File: config.mk
export PLATFORM = sky130hd
export DESIGN_NAME = config_shift_receiver
export DESIGN_NICKNAME = d
export VERILOG_FILES = /design/src/rtl/config_shift_receiver.sv
export SDC_FILE = /design/constraint.sdc
export NUM_CORES = 1
export LEC_CHECK = 0
export ABC_AREA = 1
export BUFFER_PORTS_ARGS = -buffer_cell sky130_fd_sc_hd__buf_2
export CORE_UTILIZATION = 53
export CTS_BUF_LIST = sky130_fd_sc_hd__clkbuf_4
export CTS_CLUSTER_DIAMETER = 40
export DETAILED_ROUTE_END_ITERATION = 8
export GPL_TIMING_DRIVEN = 0
export PLACE_DENSITY = 0.75
export SLEW_MARGIN = 20
export SYNTH_ARGS = -nofsm -noshare
export SYNTH_HDL_FRONTEND = slang
export SYNTH_SLANG_ARGS = --single-unit
File: constraint.sdc
create_clock -name clk -period 1.5 [get_ports clk]
set_clock_uncertainty 0.1 [all_clocks]
set_input_delay 0.225 -clock clk [delete_from_list [all_inputs] [get_ports clk]]
set_output_delay 0.225 -clock clk [all_outputs]
set_load 0.01 [all_outputs]
File: src/rtl/config_shift_receiver.sv
// config_shift_receiver: receiving end of the 3-wire serial configuration link.
// Latency: pins -> edge detect 2 clk; cfg_en fall at pin -> commit/error pulse 3 clk.
// Backpressure: none; the serial master owns the pace.
// Optional build macro: CFG_RX_READBACK_EN (readback of the committed word on cfg_dout).
module config_shift_receiver #(
  parameter int               WIDTH       = 33,
  parameter logic [WIDTH-1:0] DEFAULT_CFG = WIDTH'(33'h03CF10404)
) (
  input  logic             clk,
  input  logic             reset,
  input  logic             cfg_en,
  input  logic             cfg_sclk,
  input  logic             cfg_data,
  output logic [WIDTH-1:0] config_out,
  output logic             config_valid,
  output logic             config_loaded,
  output logic             frame_error,
  output logic             cfg_dout
);

  // Count must hold WIDTH+1 (the saturation value) without wrapping.
  localparam int CW = $clog2(WIDTH + 2);
  localparam logic [CW-1:0] CNT_FULL = CW'(WIDTH);
  localparam logic [CW-1:0] CNT_SAT  = CW'(WIDTH + 1);

  localparam logic [0:0] ST_IDLE  = 1'b0;
  localparam logic [0:0] ST_SHIFT = 1'b1;

  // Synchroniser chains. Index 1 is the synced value, index 2 the extra
  // registered copy used only for edge detection. All three inputs use the
  // same depth so data stays aligned with the sclk edge that samples it.
  logic [2:0] en_sync;
  logic [2:0] sclk_sync;
  logic [1:0] data_sync;

  logic       en_s;
  logic       en_rise;
  logic       en_fall;
  logic       sclk_rise;
  logic       data_s;

  logic [0:0]       state;
  logic [0:0]       state_nxt;
  logic [CW-1:0]    count;
  logic [CW-1:0]    count_nxt;
  logic [WIDTH-1:0] sr;
  logic [WIDTH-1:0] sr_nxt;
  logic             commit;
  logic             bad_frame;

  // Bring the asynchronous link pins into the clk domain.
  always_ff @(posedge clk) begin
    if (reset) begin
      en_sync   <= '0;
      sclk_sync <= '0;
      data_sync <= '0;
    end else begin
      en_sync   <= {en_sync[1:0], cfg_en};
      sclk_sync <= {sclk_sync[1:0], cfg_sclk};
      data_sync <= {data_sync[0], cfg_data};
    end
  end

  assign en_s      = en_sync[1];
  assign en_rise   = en_sync[1] & ~en_sync[2];
  assign en_fall   = ~en_sync[1] & en_sync[2];
  assign sclk_rise = sclk_sync[1] & ~sclk_sync[2];
  assign data_s    = data_sync[1];

  // Frame FSM: next state, shift register and bit counter.
  always_comb begin
    state_nxt = state;
    count_nxt = count;
    sr_nxt    = sr;
    commit    = 1'b0;
    bad_frame = 1'b0;
    case (state)
      ST_IDLE: begin
        // sclk activity outside a frame is ignored.
        if (en_rise) begin
          state_nxt = ST_SHIFT;
          count_nxt = '0;
`ifdef CFG_RX_READBACK_EN
          // Preload the committed word so it streams out while the new one streams in.
          sr_nxt    = config_out;
`else
          sr_nxt    = '0;
`endif
        end
      end
      ST_SHIFT: begin
        if (en_fall) begin
          // An sclk edge landing in the same synced cycle as the en fall is
          // dropped; the frame is judged on the bits already counted.
          state_nxt = ST_IDLE;
          if (count == CNT_FULL) begin
            commit = 1'b1;
          end else begin
            bad_frame = 1'b1;
          end
        end else if (sclk_rise && en_s) begin
          // LSB first: after WIDTH edges sr[0] holds the first bit sent.
          sr_nxt = {data_s, sr[WIDTH-1:1]};
          if (count != CNT_SAT) begin
            count_nxt = count + 1'b1;
          end
        end
      end
      default: begin
        state_nxt = ST_IDLE;
      end
    endcase
  end

  // FSM state, bit counter and shift register.
  always_ff @(posedge clk) begin
    if (reset) begin
      state <= ST_IDLE;
      count <= '0;
      sr    <= '0;
    end else begin
      state <= state_nxt;
      count <= count_nxt;
      sr    <= sr_nxt;
    end
  end

  // Committed configuration word and its status flags.
  always_ff @(posedge clk) begin
    if (reset) begin
      config_out    <= DEFAULT_CFG;
      config_valid  <= 1'b0;
      config_loaded <= 1'b0;
      frame_error   <= 1'b0;
    end else begin
      config_valid <= commit;
      frame_error  <= bad_frame;
      if (commit) begin
        config_out    <= sr;
        config_loaded <= 1'b1;
      end
    end
  end

`ifdef CFG_RX_READBACK_EN
  // Readback: registered sr[0] while a frame is open, quiet otherwise.
  always_ff @(posedge clk) begin
    if (reset) begin
      cfg_dout <= 1'b0;
    end else begin
      cfg_dout <= (state == ST_SHIFT) ? sr[0] : 1'b0;
    end
  end
`else
  assign cfg_dout = 1'b0;
`endif

endmodule
==> results.md, run 1 <==
- Post-synth EDFFs: 0
- Fin. Hold Viols: 0
- Type of the worst min-delay path: input pin to register
- I/O Pins: 42
- Reg2Reg Depth: 7
- DRT antenna net count: 0
- Period Utilization, post-route: 0.998
- Post-synth cell types: 25
- Chip Width: 77.7 µm
- Synth Flop Type: dfxtp_1
- Logic gate share of total power: 0.053
- CP Cell Sequence: buf_4 -> inv_2 -> o21ai_4 -> nand2_4 -> buf_2 -> a22oi_1 -> nor2_1
- Fmax: 668 MHz
- Register area share after synthesis: 0.553
- Worst rel slew slack: 0.662
- Critical Path End Type: register
- Crit-path slowest cell: dfxtp_1
- Dpl cells: 475
- Residual DRC: 0
- Critical path class: register to register
- DR vias: 2648
- CP max FO: 10
- RSZ-0062 raised after global routing: yes
- R2R setup slack: 4 ps
- Worst path arrival time: 1710 ps
- Post-DR vias/cell: 5.23
- # H-tree levels: 3
- Avg Cell Area, Syn: 8.35 µm²
- CP Launch Type: register
- Hold Crit Endpoint: sr[21]
- Area growth, synth to finish: 24.0%
- Final WS setup: 3.53 ps
- Period minus WS final: 1500 ps
- Root Driver: clkbuf_4
- I/O Buffers: 39
- Mapped Nets: 372
- Layout Cells excl Fill: 506
- Initial antenna violation count: 0
- Commonest non-fill, non-tap cell in the layout: nor2_1
- Pleak: 0.00171 µW
- Final setup viols: 0
- Nets: 438
- Initial Util: 0.552
- Pin count of the biggest net entering global routing: 14
- DRT Wirelength: 6940 µm
- Global-route wire length before repair: 10600 µm
- Fillers: 448
- Warnings from Yosys: 0
- Clock Path Buffers: 2
- Layout cells sized above 1: 0.251
- PD cells: 1050 nW/µm²
- Hold Crit Start: reset
- Number of max-cap violations: 0
- CTS tree: built
- Clk sinks: 84
- Hold WS: 227 ps
- ANT cells: 0
- Async SR Flop Fraction: 0
- Clock Power Share: 0.372
- Clock-pin transition on the worst setup and hold timing paths: 130 ps
- Post-Syn Area: 3040 µm²
- Most frequent cells in the layout: nor2_1, dfxtp_1, buf_2
- Worst-Skew Late Latency: 430 ps
- CP bufs+invs: 3
- Origin of the critical flop-to-flop path: state
- Vias in the first global route: 2336
- Std cell rows: 27
- R2r endpoint: sr[30]
- CP max stage delay: 330 ps
- Outcome: finished clean
- TritonRoute pass-1 iters: 4
- Chip Height: 77.7 µm
- Die area: 6040 µm²
- Net Sw Frac: 0.232
- Synth Instances: 364
- Cts bufs inserted: 9
- Max Slew Vio Count: 0
- Avg WL per Cell: 13.7 µm
- DPL Wire Length: 4100 µm
- Worst VDD drop: 0.691 mV
- Setup TNS Final: 0 ps
- P_sw: 913 µW
- Slew of the pin with the lowest slew margin: 507 ps
- Pint: 3030 µW
- GP Congestion: 0.816
- Flop pwr share: 0.575
- Core area: 5510 µm²
- Global route total overflow: 0
- Seq cells post-synth: 84
- Top delay family on crit path: buffers and inverters
- Pre-CTS setup slack: -174 ps
- Worst Path Required: 1710 ps
- Iter 0 DRT Violations: 212
- WHS Path Cells: 3
- GRT Util Overall: 0.229
## stage by stage
| step | utilization | total power [µW] | cell area [µm²] |
|---|---|---|---|
| 6_report | 0.684 | 3940 | 3770 |
| 5_1_grt | 0.684 | 4090 | 3770 |
| 4_1_cts | 0.659 | 3920 | 3630 |
| 3_5_place_dp | 0.604 | 2480 | 3320 |
| 3_3_place_gp | 0.604 | 2470 | 3320 |
| 2_1_floorplan | - | 2430 | 3040 |
## Yosys cell counts, types with 2 or more instances
cell type	number	area, µm²
nand4_1	2	12.5
inv_2	3	11.3
ha_1	3	37.5
nor2_2	2	12.5
buf_2	9	45.0
nand2_1	36	135
nand3_1	19	95.1
a22oi_1	33	248
nor2_1	101	379
buf_4	4	30.0
dfxtp_1	84	1680
buf_6	3	33.8
a21oi_1	2	10.0
o21ai_0	9	45.0
nand3_2	2	20.0
inv_1	20	75.1
clkbuf_1	7	26.3
o21ai_1	18	90.1
## final cells by class
cell class	count	area (µm²)	area share
sequential	84	1690	0.449
multi-input combinational	234	1220	0.325
timing repair buffer	56	372	0.0986
buffer	22	145	0.0385
tap	72	90.1	0.0239
inverter	23	88.8	0.0236
clock buffer	11	82.6	0.0219
clock inverter	4	75.1	0.0199
## per-layer routing
metal	track usage	part of all wire	wire length, µm
met1	0.293	0.45	3110
met2	0.364	0.48	3350
met3	0.0553	0.055	380
met4	0.109	0.015	104
met5	0	0	0
## worst register-to-register path, cell delays in order (launching register included)
cell and delay (ps):
dfxtp_1 330, buf_4 160, inv_2 90, o21ai_4 110, nand2_4 120, buf_2 200, a22oi_1 190, nor2_1 80
## power groups by stage
stage / Combinational (µW) / Clock, µW / Sequential (µW)
after global routing: 234 / 1580 / 2270
after global placement: 158 / 0 / 2310
after detailed placement: 161 / 0 / 2310
final: 210 / 1460 / 2270
after CTS: 189 / 1470 / 2260
after floorplan: 123 / 0 / 2310
## worst max path at each step
stage,startpoint,to,slack [ps],cells after the start
2_1_floorplan,count[0],count[0],100,8
3_3_place_gp,count[0],config_out[9],-120,7
3_5_place_dp,count[0],config_out[9],-170,7
4_1_cts,count[1],config_out[28],2,8
5_1_grt,state,sr[30],-50,7
6_report,state,sr[30],4,7
## registers in the layout, summed over array words and instances, names as in the netlist, 2 cells and up
register and count:
count 6, en_sync 3, config_out 33, sclk_sync 3, data_sync 2, sr 33
## cell families (layout without fill, tap and decap cells)
group                      Yosys count  after routing  share of synthesized area
other                                1              1                    0.00123
and+or+nand+nor                    165            165                      0.224
adders and majority gates            3              3                     0.0124
AOI/OAI and AO/OA                   65             65                      0.137
DFF                                 84             84                      0.553
buffers and inverters               46            116                     0.0729
## repair_timing
| item | 4_1_cts | 5_1_grt |
|---|---|---|
| setup buffers | 6 | 5 |
| endpoints found under the setup margin | 39 | 70 |
| resized for setup | 15 | 22 |
| hold buffers | 4 | 0 |
| hold endpoints to repair | 7 | 0 |
| cloned | 0 | 2 |
| pin swaps | 1 | 5 |
No activity file was read; power rests on OpenSTA's default activity.
==> inputs of run 2 (changes only) <==
--- a/config.mk
+++ b/config.mk
@@ -7,12 +7,14 @@
 export LEC_CHECK = 0
 export ABC_AREA = 1
 export BUFFER_PORTS_ARGS = -buffer_cell sky130_fd_sc_hd__buf_2
+export CORE_ASPECT_RATIO = 0.6
 export CORE_UTILIZATION = 53
 export CTS_BUF_LIST = sky130_fd_sc_hd__clkbuf_4
 export CTS_CLUSTER_DIAMETER = 40
 export DETAILED_ROUTE_END_ITERATION = 8
 export GPL_TIMING_DRIVEN = 0
 export PLACE_DENSITY = 0.75
+export RECOVER_POWER = 50
 export SLEW_MARGIN = 20
 export SYNTH_ARGS = -nofsm -noshare
 export SYNTH_HDL_FRONTEND = slang
==> run 2 against run 1 <==
Die area increased by 0.16%. Maximum frequency increased by 2.1%. Critical path depth increased by 1. Register-to-register slack improved by 30 ps. Global-route usage increased by 0.83 points. Non-clock buffer count decreased by 4. Sequential power about the same. Critical endpoint is now config_out[16].
==> results.md, run 2 (synthesized netlist as in run 1, its figures left out) <==
- Clock Power Share: 0.313 (-0.059)
- GRT Util Overall: 0.238 (+0.00834)
- Initial antenna violation count: 0 (unchanged)
- Logic gate share of total power: 0.062 (+0.009)
- GP Congestion: 0.845 (+3.5%)
- I/O Buffers: 39 (unchanged)
- Dpl cells: 480 (+1.1%)
- Net Sw Frac: 0.261 (+0.0293)
- DR vias: 2556 (-3.5%)
- PD cells: 989 nW/µm² (-5.4%)
- Pint: 2680 µW (-11%)
- Global-route wire length before repair: 10900 µm (+2.4%)
- Layout cells sized above 1: 0.232 (-0.0191)
- Period Utilization, post-route: 0.978 (-0.0201)
- TritonRoute pass-1 iters: 4 (unchanged)
- RSZ-0062 raised after global routing: yes
- Period minus WS final: 1470 ps (-30.1 ps)
- Flop pwr share: 0.625 (+0.050)
- ANT cells: 0 (unchanged)
- Worst VDD drop: 0.652 mV (-5.6%)
- Number of max-cap violations: 0 (unchanged)
- Crit-path slowest cell: dfxtp_4
- CP Launch Type: register
- Post-DR vias/cell: 5.03 (-3.9%)
- DRT Wirelength: 6780 µm (-2.3%)
- I/O Pins: 42 (unchanged)
- Pin count of the biggest net entering global routing: 16 (+2)
- Nets: 434 (-0.91%)
- Slew of the pin with the lowest slew margin: 510 ps (+3.37 ps)
- DPL Wire Length: 4300 µm (+4.9%)
- Final setup viols: 0 (unchanged)
- Residual DRC: 0 (unchanged)
- Pre-CTS setup slack: -145 ps (+28.2 ps)
- Fin. Hold Viols: 0 (unchanged)
- Worst rel slew slack: 0.660 (-0.00225)
- Global route total overflow: 0 (unchanged)
- P_sw: 947 µW (+3.7%)
- Std cell rows: 20 (-26%)
- Commonest non-fill, non-tap cell in the layout: nor2_1
- Root Driver: clkbuf_4
- Iter 0 DRT Violations: 148 (-30%)
- Worst Path Required: 1700 ps (about the same)
- Area growth, synth to finish: 20.7%
- CP max FO: 10 (unchanged)
- Pleak: 0.00163 µW (-4.9%)
- Worst-Skew Late Latency: 430 ps (about the same)
- Vias in the first global route: 2249 (-3.7%)
- CTS tree: built
- Cts bufs inserted: 9 (unchanged)
- # H-tree levels: 3 (unchanged)
- Final WS setup: 33.6 ps (+30.1 ps)
- Worst path arrival time: 1660 ps (-50 ps)
- Initial Util: 0.576 (+0.0237)
- CP Cell Sequence: inv_2 -> ha_4 -> nand3_4 -> nor2_4 -> inv_4 -> buf_6 -> nand2_1 -> nand3_1
- Top flop regs: config_out (33), sr (33), count (6)
- DRT antenna net count: 0 (unchanged)
- Chip Height: 60.7 µm (-22%)
- Layout Cells excl Fill: 508 (+0.40%)
- Clock Path Buffers: 2 (unchanged)
- Avg WL per Cell: 13.3 µm (-2.7%)
- Max Slew Vio Count: 0 (unchanged)
- Fmax: 682 MHz (+2.1%)
- CP max stage delay: 380 ps (+50 ps)
- Critical Path End Type: register
- Clock-pin transition on the worst setup and hold timing paths: 140 ps (about the same)
- Type of the worst min-delay path: input pin to register
- Most frequent cells in the layout: nor2_1, dfxtp_1, nand2_1
- Clk sinks: 84 (unchanged)
- Die area: 6050 µm² (+0.16%)
- Chip Width: 99.8 µm (+28%)
- Outcome: finished clean
- Critical path class: register to register
- Core area: 5280 µm² (-4.1%)
-- run 2: timing repair --
| item | in CTS | in global routing |
|---|---|---|
| resized for setup | 17 | 27 |
| pin swaps | 1 | 7 |
| setup endpoints to repair | 37 | 67 |
| setup buffers | 2 | 6 |
| hold endpoints to repair | 7 | 0 |
| hold buffers | 4 | 0 |
-- run 2: area by class of cell --
cell class,count,area (µm²)
multi-input cells,234,1240
flip-flops and latches,84,1690
repair buffers,51,284
well taps,77,96.3
fillers,433,1610
inverters,23,88.8
plain buffers,23,151
clock buffers,9,67.6
clock inverters,7,50.0
-- run 2: critical path, delay by kind of cell, from the launching register on --
kind,cells,cell delay (ps)
adder cells (fa/ha/maj),1,140
flip-flops,1,380
AND/OR/NAND/NOR,4,410
buffers and inverters,3,280
-- run 2: routing by layer --
| layer | vias up | wire, µm | GRT usage |
|---|---|---|---|
| li1 | 1307 | - | - |
| met1 | 1186 | 3320 | 0.327 |
| met2 | 59 | 3040 | 0.362 |
| met3 | 4 | 375 | 0.0853 |
| met4 | 0 | 41 | 0.0567 |
| met5 | - | 0 | 0 |
-- run 2: metrics by stage --
stage | instance area, µm² | utilization | power [µW] | TNS, ps | hold slack, ps
after detailed placement | 3330 | 0.631 | 2480 | -3660 | 296
after CTS | 3570 | 0.676 | 3630 | 0 | 195
after global routing | 3670 | 0.695 | 3780 | -343 | 297
final | 3670 | 0.695 | 3630 | 0 | 273
after floorplan | 3040 | - | 2430 | 0 | 232
after global placement | 3330 | 0.631 | 2470 | -2850 | 292
-- run 2: power by group through the flow --
| stage | logic [µW] | clock network [µW] | registers, µW |
|---|---|---|---|
| 2_1_floorplan | 123 | 0 | 2310 |
| 3_3_place_gp | 158 | 0 | 2310 |
| 3_5_place_dp | 163 | 0 | 2310 |
| 4_1_cts | 190 | 1170 | 2270 |
| 5_1_grt | 247 | 1260 | 2270 |
| 6_report | 224 | 1140 | 2270 |
-- run 2: path summary, 6_finish.rpt --
kind | from | slack, ps | cells after the start | endpoint
max | count[1] | 30 | 8 | config_out[16]
min | reset | 270 | 3 | sr[29]
max reg2reg | count[1] | 30 | 8 | config_out[16]
min reg2reg | en_sync[0] | 310 | 2 | en_sync[1]
==> inputs of run 3 (changes only) <==
--- a/config.mk
+++ b/config.mk
@@ -15,6 +15,7 @@
 export GPL_TIMING_DRIVEN = 0
 export PLACE_DENSITY = 0.75
 export RECOVER_POWER = 50
+export SETUP_SLACK_MARGIN = 0.05
 export SLEW_MARGIN = 20
 export SYNTH_ARGS = -nofsm -noshare
 export SYNTH_HDL_FRONTEND = slang
==> run 3 against run 2 <==
Design area up 0.75%. Worst setup slack better by 21 ps. Global-route usage up 0.077 points. Final cell count up 0.59%.
==> results.md, run 3 (synthesized netlist as in run 1, its figures left out) <==
- Outcome: finished clean
- Slew of the pin with the lowest slew margin: 509 ps (-0.962 ps)
- Residual DRC: 0 (unchanged)
- Initial Util: 0.576 (unchanged)
- Pint: 2690 µW (+0.27%)
- Crit path top cell by count: inv_4
- Global route total overflow: 0 (unchanged)
- Fmax: 692 MHz (+1.4%)
- Commonest non-fill, non-tap cell in the layout: nor2_1
- # H-tree levels: 3 (unchanged)
- CP Launch Type: register
- Root Driver: clkbuf_4
- Final setup viols: 0 (unchanged)
- CP max FO: 10 (unchanged)
- Worst VDD drop: 0.677 mV (+3.8%)
- Clock Path Buffers: 2 (unchanged)
- CP Cell Sequence: inv_4 -> ha_4 -> nand3_4 -> nor2_4 -> inv_4 -> buf_6 -> nand2_1 -> nand3_1
- Critical Path End Type: register
- Chip Height: 60.7 µm (unchanged)
- Iter 0 DRT Violations: 140 (-5.4%)
- Layout cells sized above 1: 0.200 (-0.0316)
- DRT antenna net count: 0 (unchanged)
- Worst-Skew Late Latency: 440 ps (about the same)
- Worst path arrival time: 1650 ps (about the same)
- RSZ-0062 raised after global routing: yes
- Flop pwr share: 0.621 (-0.004)
- Vias in the first global route: 2259 (+0.44%)
- Max Slew Vio Count: 0 (unchanged)
- Period Utilization, post-route: 0.964 (-0.0139)
- ANT cells: 0 (unchanged)
- Worst rel slew slack: 0.660 (about the same)
- CP bufs+invs: 3 (unchanged)
- Nets: 437 (+0.69%)
- Core area: 5280 µm² (unchanged)
- Fin. Hold Viols: 0 (unchanged)
- Clk sinks: 84 (unchanged)
- Pin count of the biggest net entering global routing: 16 (unchanged)
- Cts bufs inserted: 9 (unchanged)
- P_sw: 964 µW (+1.8%)
- Logic gate share of total power: 0.065 (+0.003)
- Die area: 6050 µm² (unchanged)
- TritonRoute pass-1 iters: 4 (unchanged)
- Pleak: 0.00155 µW (-4.8%)
- GP Congestion: 0.845 (unchanged)
- I/O Pins: 42 (unchanged)
- Worst Path Required: 1700 ps (about the same)
- DR vias: 2601 (+1.8%)
- Clock Power Share: 0.314 (about the same)
- Top delay family on crit path: flip-flops
- Period minus WS final: 1450 ps (-20.8 ps)
- Chip Width: 99.8 µm (unchanged)
- CP max stage delay: 390 ps (about the same)
- Number of max-cap violations: 0 (unchanged)
- DPL Wire Length: 4300 µm (unchanged)
- Post-DR vias/cell: 5.09 (+1.2%)
- Avg WL per Cell: 13.5 µm (+1.2%)
- Global-route wire length before repair: 10900 µm (+0.25%)
- PD cells: 988 nW/µm² (about the same)
- Net Sw Frac: 0.264 (+0.00297)
- Clock-pin transition on the worst setup and hold timing paths: 140 ps (about the same)
- Top flop regs: config_out (33), sr (33), count (6)
- Type of the worst min-delay path: input pin to register
- DRT Wirelength: 6900 µm (+1.8%)
- Crit-path slowest cell: dfxtp_4
- Hold WS: 269 ps (-4.58 ps)
- CTS tree: built
- GRT Util Overall: 0.239 (+0.000774)
- I/O Buffers: 39 (unchanged)
- Most frequent cells in the layout: nor2_1, dfxtp_1, clkbuf_1
- Area growth, synth to finish: 21.6%
- Std cell rows: 20 (unchanged)
- Critical path class: register to register
- Initial antenna violation count: 0 (unchanged)
- Final Power: 3650 µW (+0.68%)
[run 3: worst paths after layout]
check | to | cells after the start | slack (ps) | startpoint
worst max-delay path | config_out[2] | 8 | 50 | count[1]
worst max register to register | config_out[2] | 8 | 50 | count[1]
worst min-delay path | sr[29] | 3 | 270 | reset
worst min register to register | en_sync[1] | 2 | 310 | en_sync[0]
[run 3: power groups by stage]
stage	Clock, µW	Sequential [µW]	Combinational, µW
after floorplan	0	2310	123
after global placement	0	2310	158
after detailed placement	0	2310	163
after CTS	1170	2270	199
after global routing	1260	2270	259
final	1150	2270	237
[run 3: cell type report]
class / instances / area [µm²]
plain buffers: 23 / 151
clock buffers: 9 / 67.6
clock inverters: 7 / 50.0
fillers: 432 / 1580
inverters: 23 / 91.3
multi-input cells: 234 / 1270
flip-flops and latches: 84 / 1690
well taps: 77 / 96.3
repair buffers: 54 / 274
[run 3: metrics by stage]
stage                     TNS [ps]   util  std cells  instance area (µm²)  setup WS (ps)
final                            0  0.700        511                 3700           54.5
after global routing         -61.7  0.700        511                 3700          -15.1
after CTS                        0  0.682        505                 3600           35.0
after detailed placement     -3660  0.631        480                 3330           -145
after global placement       -2850  0.631        480                 3330           -129
after floorplan                  0      -        364                 3040            103
[run 3: metal layers]
| metal | wire, µm | GRT usage |
|---|---|---|
| met1 | 3350 | 0.328 |
| met2 | 3080 | 0.364 |
| met3 | 422 | 0.0853 |
| met4 | 53 | 0.0567 |
| met5 | 0 | 0 |
[run 3: repair_timing]
item	in CTS	in global routing
resized for setup	21	36
setup endpoints to repair	42	70
pin swaps	2	10
hold buffers	4	0
hold endpoints to repair	7	0
buffers inserted	5	6
[run 3: worst min-delay path: stages]
cell      delay, ps
clkbuf_1        160
clkbuf_1        260
nor2_1          130
